File: src/rtl/paint_pkg.sv
// paint_pkg: shared widths and fill FSM encoding for the paint-board blocks
package paint_pkg;
  localparam int CW = 8;
  localparam int DW = 12;
  localparam int ADDR_W = 2 * CW;
  typedef enum logic [1:0] {ST_IDLE, ST_FILL, ST_DONE} fill_st_t;
endpackage

File: src/rtl/rect_scan_cnt.sv
// rect_scan_cnt: latched rectangle bounds and column-major scan cursor
module rect_scan_cnt #(
  parameter int CW = 8
) (
  input  logic          clk,
  input  logic          rst,
  input  logic          load,
  input  logic          adv,
  input  logic [CW-1:0] x0,
  input  logic [CW-1:0] x1,
  input  logic [CW-1:0] y0,
  input  logic [CW-1:0] y1,
  output logic [CW-1:0] cur_x,
  output logic [CW-1:0] cur_y,
  output logic          last
);
  logic [CW-1:0] xh, yl, yh;
  assign last = cur_x == xh && cur_y == yh;
  always_ff @(posedge clk or posedge rst)
    if (rst) begin
      xh    <= '0;
      yl    <= '0;
      yh    <= '0;
      cur_x <= '0;
      cur_y <= '0;
    end else if (load) begin
      xh    <= x0 > x1 ? x0 : x1;
      yl    <= y0 < y1 ? y0 : y1;
      yh    <= y0 > y1 ? y0 : y1;
      cur_x <= x0 < x1 ? x0 : x1;
      cur_y <= y0 < y1 ? y0 : y1;
    end else if (adv) begin
      cur_y <= cur_y == yh ? yl : cur_y + 1'b1;
      cur_x <= cur_y == yh ? cur_x + 1'b1 : cur_x;
    end
endmodule

File: src/rtl/vram_write_sched.sv
// vram_write_sched: VRAM write-port arbiter, pen has priority over the rectangle fill
module vram_write_sched
  import paint_pkg::*;
#(
  parameter int CW = paint_pkg::CW,
  parameter int DW = paint_pkg::DW
) (
  input  logic            clk,
  input  logic            rst,
  input  logic            pen_req,
  input  logic [2*CW-1:0] pen_addr,
  input  logic [DW-1:0]   pen_data,
  output logic            pen_ack,
  input  logic            fill_start,
  input  logic            fill_abort,
  input  logic [CW-1:0]   fill_x0,
  input  logic [CW-1:0]   fill_x1,
  input  logic [CW-1:0]   fill_y0,
  input  logic [CW-1:0]   fill_y1,
  input  logic [DW-1:0]   fill_color,
  output logic            fill_busy,
  output logic            fill_done,
  output logic            fill_aborted,
  output logic            vram_we,
  output logic [2*CW-1:0] vram_addr,
  output logic [DW-1:0]   vram_data
);
  fill_st_t state, state_nx;
  logic load, fill_grant, last, abort_q;
  logic [CW-1:0] cur_x, cur_y;
  logic [DW-1:0] color_q;
  rect_scan_cnt #(.CW(CW)) u_scan (
    .clk   (clk),
    .rst   (rst),
    .load  (load),
    .adv   (fill_grant),
    .x0    (fill_x0),
    .x1    (fill_x1),
    .y0    (fill_y0),
    .y1    (fill_y1),
    .cur_x (cur_x),
    .cur_y (cur_y),
    .last  (last)
  );
  always_comb begin
    load         = state == ST_IDLE && fill_start;
    fill_grant   = state == ST_FILL && !pen_req && !fill_abort;
    pen_ack      = pen_req && !rst;
    fill_busy    = state == ST_FILL;
    fill_done    = state == ST_DONE;
    fill_aborted = fill_done && abort_q;
    state_nx     = state == ST_IDLE ? (fill_start ? ST_FILL : ST_IDLE) :
                   state == ST_FILL ? ((fill_abort || (fill_grant && last)) ? ST_DONE : ST_FILL) :
                   ST_IDLE;
  end
  always_ff @(posedge clk or posedge rst)
    if (rst) begin
      state     <= ST_IDLE;
      abort_q   <= 1'b0;
      color_q   <= '0;
      vram_we   <= 1'b0;
      vram_addr <= '0;
      vram_data <= '0;
    end else begin
      state     <= state_nx;
      abort_q   <= state == ST_FILL && fill_abort;
      color_q   <= load ? fill_color : color_q;
      vram_we   <= pen_req || fill_grant;
      vram_addr <= pen_req ? pen_addr : {cur_x, cur_y};
      vram_data <= pen_req ? pen_data : color_q;
    end
endmodule

File: config.mk
export PLATFORM = sky130hd
export DESIGN_NAME = vram_write_sched
export DESIGN_NICKNAME = d
export VERILOG_FILES = /design/src/rtl/paint_pkg.sv /design/src/rtl/rect_scan_cnt.sv /design/src/rtl/vram_write_sched.sv
export SDC_FILE = /design/constraint.sdc
export NUM_CORES = 1
export LEC_CHECK = 0
export BUFFER_PORTS_ARGS = -buffer_cell sky130_fd_sc_hd__buf_2
export CORE_MARGIN = 2
export CORE_UTILIZATION = 40
export CTS_CLUSTER_SIZE = 14
export DETAILED_ROUTE_END_ITERATION = 10
export GPL_TIMING_DRIVEN = 0
export PLACE_DENSITY = 0.73
export SETUP_SLACK_MARGIN = 0.05
export SYNTH_ARGS = -nofsm -noshare
export SYNTH_HDL_FRONTEND = slang
export SYNTH_SLANG_ARGS = --single-unit
File: constraint.sdc
create_clock -name clk -period 3.4 [get_ports clk]
set_clock_uncertainty 0.2 [all_clocks]
set_input_delay 0.68 -clock clk [delete_from_list [all_inputs] [get_ports clk]]
set_output_delay 0.68 -clock clk [all_outputs]
set_load 0.02 [all_outputs]
==> impl_summary.md, run 1 <==
Run status
The flow ran to the end, and the final reports show no timing, DRC or antenna violations.

Power
The peak ir drop on the vdd network is 0.241 mV. In this run the static leakage power is ~2.7 nW. The total power divided by cell area is 677 nW/um^2.

Routing
The total DRC errors in the routed layout is 0. The detailed-route wire length per cell is 15.4 um. The total length of routed wires is 10,500 um. The detailed router finished its first iteration with 173 violations. Using the TritonRoute via totals, the vias-per-cell ratio works out to 5.10.

The first-pass detailed-route iteration total is 4. In this run the remaining antenna-violating nets after routing total 0. The number of vias in the routed layout is between 3,000 and 4,000.

Synthesis
The count of unique library cells instantiated by Yosys is 46. After synthesis, the most frequently instantiated cells are 84 x sky130_fd_sc_hd__dfrtp_1, 57 x sky130_fd_sc_hd__nand2_1, 44 x sky130_fd_sc_hd__mux2i_1. The dominant cell type by area after synthesis is sky130_fd_sc_hd__dfrtp_1. In the synthesized netlist the async set-or-reset flop fraction comes to 1.00. The flip-flop and latch count after synthesis is 84. The Yosys step of the flow raised 0 warnings. The number of enable-type register cells in the synthesized netlist is 0. The total standard cell area after synthesis is 4490 sq um. Yosys instantiated no cell more often than sky130_fd_sc_hd__dfrtp_1. Among all flip-flop cells after synthesis, the most frequent one is sky130_fd_sc_hd__dfrtp_1.

By area the synthesized netlist is led by sky130_fd_sc_hd__dfrtp_1 47%, sky130_fd_sc_hd__mux2i_1 9.8%, sky130_fd_sc_hd__mux2_2 8.3%. The share of synthesized area in the top cell type comes to 0.468. The gate count after technology mapping is approximately 420. When the netlist entered floorplanning its net count stood at 514.

The share of synthesized area occupied by flip-flops and latches is 0.468. The per-instance average area after synthesis is 10.7 sq um.

Worst hold path
The min-delay analysis places its worst path in the category in -> async.

Finish
The post-layout net count is 635. The number of fill cells in the layout is approximately 1,000. The number of standard cells in the final layout excluding fillers is 683. The repair_antennas step left the layout with diodes totalling 0. With fillers left out, the area of the finished cells amounts to 5430 sq um. Compared with the post-synthesis result, the final layout area differs by 21.0%. Of the cells placed in the final design, the portion with a size suffix greater than 1 is 0.319.

Global route
The largest net degree at the start of global routing is between 50 and 60. The total track usage is 0.183. The number of global-route vias before repair is between 3,000 and 4,000. After global routing the overflow that remains totals 0. The number of antenna violations at the first check in global routing is 0. The first-pass GRT wire length is 16,900 um.

Floorplan
The vertical die dimension is 110 um. The width of the die is approximately 110 um. The floorplan row count is 38. The full die area is roughly 12,000 sq um. The area of the placeable core is ~11,000 sq um. The effective utilization at floorplan is 0.412. In this run the count of I/O pins placed on the die edge is 110.

Placement
The total of buffers placed on input and output ports is 109. Once placement completed, the tool counted placed cells totaling about 670. The routability congestion estimate from global placement is roughly 0.87. Once detailed placement completed, the half-perimeter wirelength came to 8150 um.

Summing all placed instances gives a cell area of 5240 sq um.

Clock network
The H-tree generated during clock tree synthesis spans 3 levels. The clock-pin slew of the registers on the worst-case setup and hold paths is 0.08 ns. At the later pin of the worst-skew pair, clock insertion delay measures 0.35 ns. In this run the post-CTS setup repair buffer count came out at 0. The CTS tree is built. The clock net in this run drives a total of 84 sinks. The post-cts gate resize count is 0. The clock passes through at most 2 buffers.

The root buffer cell chosen for the clock tree is sky130_fd_sc_hd__clkbuf_8. The number of buffers inserted by hold repair at cts is 0. Buffers inserted during clock tree synthesis total 9.

Critical path
On the critical path, the stage with the largest delay is an instance of sky130_fd_sc_hd__buf_1. For the worst setup path, the data required time is between 2 and 3 ns. Data arrives at the worst endpoint at 1.59 ns. The worst setup path is of the in -> out kind. The signal on the critical path passes through buf_2, buf_1, nor2b_1, buf_2. The worst setup path is launched from an input pin. The worst setup path is captured at an output port. In this run the worst path has a maximum fanout of 10. The peak per-stage delay on the critical path is about 0.43 ns. In this design, the critical path's most frequently occurring cell is sky130_fd_sc_hd__buf_2.

STA
The final number of setup-violating endpoints is 0. Setup repair after global routing left no endpoint under its margin. The transition at the pin with the smallest max-transition slack is 0.648 ns. The peak clock frequency supported by timing is 0.405 GHz. The number of failing hold endpoints at the final stage came to 0. Of the available clock period, the critical path in the final layout requires 0.727. The worst pin sits at a relative slew slack of 0.568. The total count of max-transition violations in the final report is 0. The worst path needs 2.47 ns of the cycle, external delays included.

Job
The total of max-cap violations is 0.
==> metrics by stage <==
stage	setup TNS [ns]	setup slack, ns	hold WS, ns	power (mW)	util
floorplan	0	0.355	0.242	2.57	-
CTS	0	0.928	0.116	3.70	0.499
global placement	-50.30	-0.604	0.254	2.93	0.478
detailed placement	0	0.555	0.259	3.00	0.481
finish	0	0.928	0.108	3.68	0.499
global route	0	0.791	0.133	3.94	0.499
==> logic make-up after synthesis <==
logic type / synth area share
AND/OR/NAND/NOR: 0.133
XOR/XNOR: 0.0429
AO/OA/AOI/OAI: 0.0817
multiplexers: 0.186
flip-flops: 0.468
adder cells (fa/ha/maj): 0.0502
buffers and inverters: 0.0376
==> cells in the final DEF (no fill, tap or decap), types with 2 or more instances in the layout <==
master / Yosys / final
sky130_fd_sc_hd__a21oi_1: 24 / 24
sky130_fd_sc_hd__and2_1: 5 / 5
sky130_fd_sc_hd__and3_1: 2 / 2
sky130_fd_sc_hd__and4_1: 2 / 2
sky130_fd_sc_hd__buf_1: 3 / 3
sky130_fd_sc_hd__buf_2: 1 / 110
sky130_fd_sc_hd__buf_6: 3 / 3
sky130_fd_sc_hd__clkbuf_1: 8 / 9
sky130_fd_sc_hd__clkbuf_8: 1 / 12
sky130_fd_sc_hd__dfrtp_1: 84 / 84
sky130_fd_sc_hd__ha_1: 18 / 18
sky130_fd_sc_hd__inv_1: 18 / 17
sky130_fd_sc_hd__mux2_1: 2 / 2
sky130_fd_sc_hd__mux2_2: 33 / 33
sky130_fd_sc_hd__mux2i_1: 44 / 44
sky130_fd_sc_hd__nand2_1: 57 / 57
sky130_fd_sc_hd__nand3_1: 3 / 3
sky130_fd_sc_hd__nand4_1: 11 / 11
sky130_fd_sc_hd__nor2_1: 21 / 21
sky130_fd_sc_hd__nor2_2: 2 / 2
sky130_fd_sc_hd__nor2b_1: 5 / 5
sky130_fd_sc_hd__nor3_1: 2 / 2
sky130_fd_sc_hd__nor3_4: 2 / 2
sky130_fd_sc_hd__o211ai_1: 2 / 2
sky130_fd_sc_hd__o21a_1: 5 / 5
sky130_fd_sc_hd__o21ai_0: 13 / 13
sky130_fd_sc_hd__o21ai_1: 2 / 2
sky130_fd_sc_hd__o221ai_1: 2 / 2
sky130_fd_sc_hd__o22ai_1: 5 / 5
sky130_fd_sc_hd__or3_1: 3 / 3
sky130_fd_sc_hd__xnor2_1: 17 / 17
sky130_fd_sc_hd__xor2_1: 5 / 5
==> flip-flops by register name, indices dropped and copies added (netlist names) <==
name	cells
color_q	12
u_scan.yl	8
u_scan.cur_x	8
u_scan.xh	8
u_scan.yh	8
state	2
vram_addr	16
u_scan.cur_y	8
vram_we	1
abort_q	1
vram_data	12
==> layout make-up <==
class	count	area, sq um	share of cell area
buffer	17	101	0.0187
clock buffer	12	155	0.0286
clock inverter	2	35.0	0.00645
inverter	18	70.1	0.0129
multi-input combinational	300	2220	0.408
sequential	84	2100	0.387
tap	140	175	0.0323
timing repair buffer	110	573	0.106
==> metal layers <==
layer | routed length [um] | up-vias | track usage
met4 | 152 | 0 | 0.0723
met2 | 4910 | 118 | 0.300
li1 | - | 1698 | -
met5 | 0 | - | 0
met3 | 628 | 13 | 0.0231
met1 | 4830 | 1651 | 0.246
==> where the power goes <==
group / switching, mW / internal [mW]
sequential: 0.282 / 1.37
clock: 0.335 / 0.371
combinational: 0.710 / 0.610
==> critical path: cells and delay by family <==
kind,cells,cell delay (ns)
buffers and inverters,3,0.72
and+or+nand+nor,1,0.18
==> final timing paths <==
check	depth (start not counted)	slack (ns)	to	startpoint
max in group asynchronous	3	2.30	u_scan.yl[2]	rst
hold reg to reg	2	0.27	color_q[0]	color_q[0]
min in group clk	2	0.27	color_q[0]	color_q[0]
setup / recovery	4	0.93	pen_ack	pen_req
hold / removal	2	0.11	color_q[6]	rst
setup reg to reg	8	1.00	state[0]	u_scan.cur_y[4]
No activity file was read; power rests on OpenSTA's default activity.
==> run 2: changes to the inputs <==
- ABC_AREA: unset -> 1
- PLACE_DENSITY: 0.73 -> 0.72
- clock period: 3.4 -> 2.3 ns (I/O delays scaled with it)
==> impl_summary.md, run 2 <==
Routing
The total length of routed wires is 12,400 um. The antenna violation net count after detailed routing is 0. The total DRC errors in the routed layout is 15. Dividing the detail-routed wire length by the instance count gives 13.7 um.

Across all layers, the routed design uses 4,454 vias. After the first detailed-routing iteration, the DRC count stood at 299. The first-pass detailed-route iteration total is 8. The routed via count divided by cell count is 4.90.

Critical path
The worst setup path startpoint is rst. The critical path is of the in -> out type. STA puts the critical path data arrival time at 1.48 ns. The most critical setup path has its endpoint at pen_ack.

The reg-to-reg critical path startpoint is state[1]. The number of cells on the worst reg-to-reg path is 6. The worst flop-to-flop path endpoint is color_q[7].

The largest fanout on the critical path is 2. The master of the slowest instance on the critical path is sky130_fd_sc_hd__dlygate4sd3_1. The peak per-stage delay on the critical path is 0.55 ns. In this design, the critical path's most frequently occurring cell is sky130_fd_sc_hd__buf_2.

The critical path depth is 4. The worst setup path is captured at an output port. In this design, the largest share of critical-path delay is due to buffers and inverters.

At the worst endpoint, the required time is ~1.6 ns. The sort of element at the start of the critical path is an input pin. The critical path contains buffers and inverters numbering 3 combined. The register-to-register setup slack is 0.31 ns. Traced cell by cell, the critical path runs through dlygate4sd3_1, buf_2, nor2_1, buf_2.

Global route
The global routing stage identified its most utilized layer as met2. In the global route stage, overall resource usage came out at 0.203. The leftover overflow at the end of global routing is 0.

The number of global-route vias before repair came to 4,362. In the global route stage, met3 resource usage came out at 0.0423. The first global-routing pass estimated 20,600 um of wire.

The number of antenna violations at the first check in global routing is 0. In the global route stage, met1 resource usage came out at 0.269. The largest net degree at the start of global routing is 38. The fraction of met2 tracks used by global routing is 0.332.

Finish
The largest registers in the layout are vram_addr: 16 flops, color_q: 12 flops, vram_data: 12 flops. The number of flip-flops in the largest register is 16. The most flop-heavy register is vram_addr. Once layout is complete, the utilization of the core stands at 0.508. The layout overhead on the synthesized area is 23.4%. The post-layout net count is 856. The share of final-layout standard cells stronger than drive strength 1 is 0.208.

The count of inserted antenna diode cells is 0. The most common library cell in the layout ignoring fill and taps is sky130_fd_sc_hd__nand2_1. In the layout the commonest cells are 187 x sky130_fd_sc_hd__nand2_1, 118 x sky130_fd_sc_hd__buf_2, 84 x sky130_fd_sc_hd__dfrtp_1.

Synthesis
The share of synthesized area occupied by flip-flops and latches is 0.443. Summed over all instances, the cell type with the most area after synthesis is sky130_fd_sc_hd__dfrtp_1. The synthesized design contains 84 register bits. The count of unique library cells instantiated by Yosys is 26.

Each instance of the synthesized netlist takes up on average 7.42 sq um. Summing every instance area after synthesis gives 4740 sq um. The top-area cell type share of the netlist area is 0.443. The number of enable-type register cells in the synthesized netlist is 0. Among all cell types in the netlist, the one instantiated most often is sky130_fd_sc_hd__nand2_1. Yosys printed 0 warnings. Synthesis produced a netlist with a net count of around 730.

The primary flip-flop cell chosen by synthesis mapping is sky130_fd_sc_hd__dfrtp_1. Counting every instance in the synthesized netlist gives 639. After synthesis, the share of flip-flops with an asynchronous set or reset is 1.00. After synthesis, the most frequently instantiated cells are 187 x sky130_fd_sc_hd__nand2_1, 84 x sky130_fd_sc_hd__dfrtp_1, 79 x sky130_fd_sc_hd__inv_1. Yosys attributes the largest share of cell area to sky130_fd_sc_hd__dfrtp_1 44%, sky130_fd_sc_hd__nand2_1 15%, sky130_fd_sc_hd__inv_1 6.3%.

Run status
The flow ran to the end, but the final reports show violations. The final reports fail on DRC.

Floorplan
In this run the horizontal extent of the chip is 113 um. The floorplan step set the die height to 113 um. The initialized floorplan defines 39 standard-cell rows. The full die area is ~13,000 sq um. The total area inside the core boundary comes to 11,500 sq um.

For this design the top-level I/O count stands at 110. For this configuration, the core starts out at a cell density of 0.412.

Clock network
The insertion delay to the later sink of the worst-skew pair is 0.34 ns. The number of buffers on the longest clock path is 2. In this run the number of H-tree levels came out at 3.

TritonCTS built the clock tree. In this run, CTS created clock tree buffers numbering 9. The clock net in this run drives a total of 84 sinks. After clock tree synthesis, the clock-pin slew on the worst setup and hold paths is about 0.06 ns. The clock tree root driver cell is sky130_fd_sc_hd__clkbuf_16.

Placement
The detailed-placement wirelength estimate is 9460 um. The routability congestion estimate from global placement is 0.844. The total of buffers placed on input and output ports is 108.

STA
The final period utilization is 0.930. The time the worst path needs with I/O delays and setup is about 2.1 ns. The final number of setup-violating endpoints is 0. The number of failing hold endpoints at the final stage was 0. The worst pin sits at a relative slew slack of 0.607.

After routing, the total negative slack on setup checks comes to 0 ns. The total count of max-transition violations in the final report is 0. Setup repair after global routing left no endpoint under its margin. The transition at the pin with the smallest max-transition slack is 0.589 ns. The peak clock frequency supported by timing is 0.467 GHz.

Power
Of the total power, registers draw 0.376. The clock power share is 0.260. The net switching fraction of the power is 0.374. The combinational group share of total power is 0.364. The analysis attributes to net switching a power of roughly 2.3 mW.

The total power divided by cell area is 1050 nW/um^2. The internal power of the cells is 3.86 mW. Across the VDD grid, the largest voltage drop is 0.403 mV.

In this run the static leakage power is 3.17 nW.

Job
The total of max-cap violations is 0.

Worst hold path
The worst hold-check path type is in -> reg.
## run 2: final cells by class
cell class / count / area (sq um)
clock buffers: 11 / 253
clock inverters: 5 / 83.8
fillers: 1127 / 5660
inverters: 81 / 308
flip-flops and latches: 84 / 2100
repair buffers: 111 / 591
well taps: 143 / 179
plain buffers: 26 / 144
multi-input cells: 448 / 2190
## run 2: worst min path at each step
stage                 startpoint             to  depth (start not counted)  slack [ns]
floorplan            color_q[11]    color_q[11]                          2        0.24
global placement     color_q[11]    color_q[11]                          2        0.26
detailed placement   color_q[11]    color_q[11]                          2        0.27
CTS                 pen_addr[10]  vram_addr[10]                          3        0.12
global route         pen_data[2]   vram_data[2]                          3        0.13
finish               pen_addr[4]   vram_addr[4]                          3        0.13
## run 2: power by group through the flow
stage | registers (mW) | clock network [mW] | logic [mW]
6_report | 2.32 | 1.60 | 2.25
3_3_place_gp | 2.32 | 0 | 2.17
5_1_grt | 2.38 | 1.68 | 2.59
2_1_floorplan | 2.41 | 0 | 1.51
4_1_cts | 2.32 | 1.62 | 2.24
3_5_place_dp | 2.34 | 0 | 2.22
## run 2: worst register-to-register path, cell delays in order (launching register included)
cell and delay [ns]:
sky130_fd_sc_hd__dfrtp_1 0.35, sky130_fd_sc_hd__inv_1 0.10, sky130_fd_sc_hd__nand2_1 0.06, sky130_fd_sc_hd__nor2_1 0.27
sky130_fd_sc_hd__buf_2 0.31, sky130_fd_sc_hd__clkbuf_1 0.40, sky130_fd_sc_hd__o21ai_0 0.17
## run 2: logic make-up after synthesis
| family | synth area share |
|---|---|
| AO/OA/AOI/OAI | 0.0881 |
| buffers and inverters | 0.0944 |
| adder cells (fa/ha/maj) | 0.0475 |
| XOR/XNOR | 0.0259 |
| AND/OR/NAND/NOR | 0.301 |
| flip-flops | 0.443 |
## run 2: timing repair
action / CTS / global route
gates resized for setup: 0 / 0
hold buffers: 1 / 0
endpoints found under the hold margin: 17 / 0
buffers inserted: 0 / 0
## run 2: per-stage QoR
| stage | setup slack [ns] | hold WS, ns | power [mW] | cells | area [sq um] |
|---|---|---|---|---|---|
| detailed placement | 0.00347 | 0.269 | 4.56 | 892 | 5510 |
| global placement | 0.0329 | 0.258 | 4.49 | 890 | 5470 |
| CTS | 0.194 | 0.118 | 6.18 | 909 | 5850 |
| floorplan | 0.337 | 0.242 | 3.92 | 639 | 4750 |
| global route | 0.110 | 0.129 | 6.65 | 909 | 5850 |
| finish | 0.161 | 0.127 | 6.17 | 909 | 5850 |
## run 2: metal layers
layer | share of wire | routed length (um)
met5 | 0 | 0
met4 | 0.015 | 190
met3 | 0.067 | 838
met2 | 0.46 | 5680
met1 | 0.46 | 5730
